<file path="config.mk">
export PLATFORM = sky130hd
export DESIGN_NAME = spectro_mem_ctrl
export DESIGN_NICKNAME = d
export VERILOG_FILES = /design/src/rtl/spectro_pkg.sv /design/src/rtl/spectro_rd_seq.sv /design/src/rtl/spectro_mem_ctrl.sv
export SDC_FILE = /design/constraint.sdc
export NUM_CORES = 1
export LEC_CHECK = 0
export CAP_MARGIN = 20
export CORE_MARGIN = 5
export CORE_UTILIZATION = 51
export CTS_CLUSTER_DIAMETER = 120
export DETAILED_ROUTE_END_ITERATION = 8
export GPL_ROUTABILITY_DRIVEN = 0
export HOLD_SLACK_MARGIN = 0.08
export PLACE_DENSITY = 0.91
export SYNTH_ARGS = -nofsm -noshare
export SYNTH_HDL_FRONTEND = slang
export SYNTH_HIERARCHICAL = 1
export SYNTH_SLANG_ARGS = --single-unit
export TNS_END_PERCENT = 20
</file>
<file path="constraint.sdc">
create_clock -name clk -period 6.65 [get_ports clk]
set_input_delay 1.33 -clock clk [delete_from_list [all_inputs] [get_ports clk]]
set_output_delay 1.33 -clock clk [all_outputs]
set_load 0.01 [all_outputs]
</file>
<file path="src/rtl/spectro_pkg.sv">
// Shared constants and read-sequencer state encoding for the spectrogram
// frame-memory ping-pong controller.
package spectro_pkg;

  localparam int SPEC_DEPTH  = 200;
  localparam int SPEC_DATA_W = 3;
  localparam int SPEC_ADDR_W = 9;

  typedef enum logic [1:0] {
    RD_IDLE  = 2'd0,
    RD_FETCH = 2'd1,
    RD_LOAD  = 2'd2,
    RD_HOLD  = 2'd3
  } rd_state_t;

endpackage

</file>
<file path="src/rtl/spectro_rd_seq.sv">
// Read sequencer: streams one bank out of the frame memory through a
// valid/ready port, one entry per FETCH/LOAD/HOLD round trip.
//
//   state    | meaning
//   ---------+--------------------------------------------------------
//   RD_IDLE  | no frame to stream, waiting for start
//   RD_FETCH | mem_re high, address {rbank, rptr} presented to memory
//   RD_LOAD  | memory data_out valid, captured into out_data
//   RD_HOLD  | out_valid high until the downstream accepts
module spectro_rd_seq
  import spectro_pkg::*;
#(
  parameter int DEPTH  = SPEC_DEPTH,
  parameter int DATA_W = SPEC_DATA_W,
  parameter int ADDR_W = SPEC_ADDR_W
) (
  input  logic              clk,
  input  logic              rst,
  input  logic              start,
  input  logic              bank,
  output logic              busy,
  output logic              done_now,
  output logic              mem_re,
  output logic [ADDR_W-1:0] mem_raddr,
  input  logic [DATA_W-1:0] mem_rdata,
  output logic              out_valid,
  input  logic              out_ready,
  output logic [DATA_W-1:0] out_data,
  output logic              out_first,
  output logic              out_last
);

  localparam int PTR_W = ADDR_W - 1;
  localparam logic [PTR_W-1:0] LAST_IDX = PTR_W'(DEPTH - 1);

  rd_state_t        state;
  logic             rbank;
  logic [PTR_W-1:0] rptr;

  // The pointer and bank only move on handshakes, so these stay stable in HOLD.
  assign busy      = (state != RD_IDLE);
  assign done_now  = (state == RD_HOLD) && out_ready && (rptr == LAST_IDX);
  assign mem_raddr = {rbank, rptr};
  assign out_first = (rptr == '0);
  assign out_last  = (rptr == LAST_IDX);

  // Read FSM with registered mem_re / out_valid / out_data.
  always_ff @(posedge clk) begin
    if (rst) begin
      state     <= RD_IDLE;
      rbank     <= 1'b1;
      rptr      <= '0;
      mem_re    <= 1'b0;
      out_valid <= 1'b0;
      out_data  <= '0;
    end else begin
      case (state)
        RD_IDLE: begin
          if (start) begin
            rbank  <= bank;
            rptr   <= '0;
            mem_re <= 1'b1;
            state  <= RD_FETCH;
          end
        end
        RD_FETCH: begin
          mem_re <= 1'b0;
          state  <= RD_LOAD;
        end
        RD_LOAD: begin
          out_data  <= mem_rdata;
          out_valid <= 1'b1;
          state     <= RD_HOLD;
        end
        RD_HOLD: begin
          if (out_ready) begin
            out_valid <= 1'b0;
            if (rptr == LAST_IDX) begin
              // A frame completing on the final handshake chains straight on.
              if (start) begin
                rbank  <= bank;
                rptr   <= '0;
                mem_re <= 1'b1;
                state  <= RD_FETCH;
              end else begin
                state <= RD_IDLE;
              end
            end else begin
              rptr   <= rptr + 1'b1;
              mem_re <= 1'b1;
              state  <= RD_FETCH;
            end
          end
        end
        default: begin
          mem_re    <= 1'b0;
          out_valid <= 1'b0;
          state     <= RD_IDLE;
        end
      endcase
    end
  end

endmodule

</file>
<file path="src/rtl/spectro_mem_ctrl.sv">
// Ping-pong frame-memory controller: fills one bank from the quantizer while
// the read sequencer streams the other bank out; banks swap on frame end.
module spectro_mem_ctrl
  import spectro_pkg::*;
#(
  parameter int DEPTH  = SPEC_DEPTH,
  parameter int DATA_W = SPEC_DATA_W,
  parameter int ADDR_W = SPEC_ADDR_W
) (
  input  logic              clk,
  input  logic              rst,
  input  logic              in_valid,
  input  logic [DATA_W-1:0] in_data,
  output logic              mem_we,
  output logic [ADDR_W-1:0] mem_waddr,
  output logic [DATA_W-1:0] mem_wdata,
  output logic              mem_re,
  output logic [ADDR_W-1:0] mem_raddr,
  input  logic [DATA_W-1:0] mem_rdata,
  output logic              out_valid,
  input  logic              out_ready,
  output logic [DATA_W-1:0] out_data,
  output logic              out_first,
  output logic              out_last,
  output logic              overrun
);

  localparam int PTR_W = ADDR_W - 1;
  localparam logic [PTR_W-1:0] LAST_IDX = PTR_W'(DEPTH - 1);

  logic             wbank;
  logic [PTR_W-1:0] wptr;
  logic             frame_done;
  logic             rd_busy;
  logic             rd_done_now;
  logic             swap;

  assign mem_we    = in_valid;
  assign mem_waddr = {wbank, wptr};
  assign mem_wdata = in_data;

  // A finished frame is handed over only if the reader is free by this edge.
  assign frame_done = in_valid && (wptr == LAST_IDX);
  assign swap       = frame_done && (!rd_busy || rd_done_now);

  // Write pointer, bank swap and sticky overrun.
  always_ff @(posedge clk) begin
    if (rst) begin
      wbank   <= 1'b0;
      wptr    <= '0;
      overrun <= 1'b0;
    end else if (in_valid) begin
      if (wptr == LAST_IDX) begin
        wptr <= '0;
        if (swap) begin
          wbank <= ~wbank;
        end else begin
          overrun <= 1'b1;
        end
      end else begin
        wptr <= wptr + 1'b1;
      end
    end
  end

  spectro_rd_seq #(
    .DEPTH (DEPTH),
    .DATA_W(DATA_W),
    .ADDR_W(ADDR_W)
  ) u_rd_seq (
    .clk      (clk),
    .rst      (rst),
    .start    (swap),
    .bank     (wbank),
    .busy     (rd_busy),
    .done_now (rd_done_now),
    .mem_re   (mem_re),
    .mem_raddr(mem_raddr),
    .mem_rdata(mem_rdata),
    .out_valid(out_valid),
    .out_ready(out_ready),
    .out_data (out_data),
    .out_first(out_first),
    .out_last (out_last)
  );

endmodule

</file>
==> run metrics <==
status completed; Clock Latency Late Sink 0.32 ns; Post-Synthesis Cells 164; CTS tree done; mean post-synth cell area 8.99 um2; RSZ-0062 raised after global routing no; total number of yosys warnings 6; first-pass detailed-route iteration total 4; final setup fails 0; Slew @ Worst Pin 0.861 ns; CTS resizes 0; Tightest Hold Check Type reg2reg; Max Cap Viol 0; total CTS buffers 3; commonest non-fill, non-tap cells in the layout clkdlybuf4s50_1, dfxtp_1, nor2_1; delay-heaviest family, CP buffers and inverters; Final Power 0.246 mW; initial antenna violation count 0; CP Launch Type input port; postcts setup bufs 0; Worst Path Max Fanout 7; crit path DAT 2.55 ns; post-synth cell types 42; Worst EP required 5.32 ns; Final nets 206; DP HPWL 2290 um; DR vias 1285; vias in the first global route 1203; Pwr per Cell Area 140 mW/mm2; IO Pins 40; Post-synth EDFFs 0; final worst path period need 3.88 ns; DR DRC count 0; full die area 0.00407 mm2; setup tns final 0 ns; Initial Util 0.534; total number of H-tree levels 1; register area share after synthesis 0.353; drt first-iter violations 75; Crit Path Class in2out; top_reg_cell synth dfxtp_1; relative slew slack 0.424; ANT cells 0; Synth Register Bits 26; CTS sink count 26; Clock transition at path regs 0.14 ns; die width 63.8 um; Via density 5.92; Crit. End Element primary output; CP max stage delay 0.62 ns; Pleak 0.594 nW; CP Cell Sequence clkdlybuf4s50_1, clkdlybuf4s50_1; Fillers 243; Die Y-Extent 63.8 um; layout cell share with drive strength beyond 1 0.0699; core box area 0.00276 mm2; Slew Viols, Final 0; Area growth syn-to-layout 19.1%; # rows 19; antenna-violating nets left 0; synthesized area 0.00147 mm2; pin count of the biggest net entering global routing 24; final hold vios 0; most frequent CP cell clkdlybuf4s50_1; maximum vdd drop 0.000116 V; WL final 3180 um; DR WL/cell 14.7 um; CTS Buffer Depth 2; # port buffers 33; global-route usage over all layers 0.158; root buffer cell clkbuf_4; total gr overflow 0; Buf/Inv on CP 2; Clock Skew 0.00456 ns; f_max 258 MHz; asr flop ratio synth 0; most common cell after layout, fill and taps aside clkdlybuf4s50_1; synthesized net count 182; Hold Buf Count CTS 0; first-pass GRT wire length 5410 um; slowest CP cell clkdlybuf4s50_1; Tcrit/Tclk final 0.583
## stage by stage
| stage | util | worst slack (ns) | std cells | instance area, um2 | hold WS, ns |
|---|---|---|---|---|---|
| final | 0.637 | 2.77 | 217 | 1760 | 0.489 |
| after global routing | 0.637 | 2.72 | 217 | 1760 | 0.531 |
| after CTS | 0.637 | 2.77 | 217 | 1760 | 0.494 |
| after detailed placement | 0.628 | 2.78 | 214 | 1730 | 0.463 |
| after global placement | 0.628 | 2.79 | 214 | 1730 | 0.458 |
| after floorplan | - | 3.87 | 164 | 1470 | 0.482 |
## path summary, 6_finish.rpt
path	cells past startpoint	end	start	slack, ns
max	2	mem_we	in_valid	2.77
max reg2reg	10	u_rd_seq/rbank	u_rd_seq/rptr[0]	3.88
min	1	overrun	overrun	0.49
min reg2reg	1	overrun	overrun	0.49
## synth_stat cells (all sizes together) (2+ instances only)
cell    instances  area [um2]
inv             7        26.3
o211ai          6        45.0
nand3           7        40.0
mux2i           6        60.1
ha              8         100
xor2            3        26.3
a21oi           9        45.0
nor3            6        30.0
nand2           7        28.8
buf            13         106
or3             4        26.3
nor2           21        78.8
a31oi           5        31.3
nand2b          2        12.5
o21ai           5        25.0
dfxtp          26         521
xnor2           3        26.3
nor4            2        12.5
nand4           5        31.3
nor2b           3        18.8
mux2            2        22.5
## final cells by class
cell class	instances	area, um2	area share
repair buffers	33	330	0.188
well taps	31	38.8	0.0221
clock buffers	3	22.5	0.0128
inverters	8	35.0	0.0200
flip-flops and latches	26	520	0.297
multi-input cells	116	808	0.460
## flip-flops by register name, summed over array words and instances, names as in the netlist
signal / count
overrun: 1
u_rd_seq/mem_re: 1
u_rd_seq/out_data: 3
u_rd_seq/out_valid: 1
u_rd_seq/rbank: 1
u_rd_seq/rptr: 8
u_rd_seq/state: 2
wbank: 1
wptr: 8
## power breakdown
| part | switching [mW] | internal [mW] | total (mW) |
|---|---|---|---|
| combinational | 0.00816 | 0.00957 | 0.0177 |
| clock | 0.0465 | 0.0212 | 0.0678 |
| sequential | 0.00289 | 0.158 | 0.161 |
| total | 0.0576 | 0.188 | 0.246 |
## layer usage
metal / routed length [um] / GRT usage / vias up
li1: - / - / 624
met1: 1230 / 0.174 / 598
met2: 1640 / 0.284 / 57
met3: 252 / 0.0385 / 6
met4: 62 / 0.0701 / 0
met5: 0 / 0 / -
## logic make-up after synthesis
logic type	after synthesis	share of synthesized area
flops	26	0.353
simple gates	62	0.244
fa+ha+maj	8	0.0679
xor+xnor	6	0.0357
compound gates	32	0.145
buf+inv	22	0.0985
mux	8	0.0560
No activity file was read; power rests on OpenSTA's default activity.
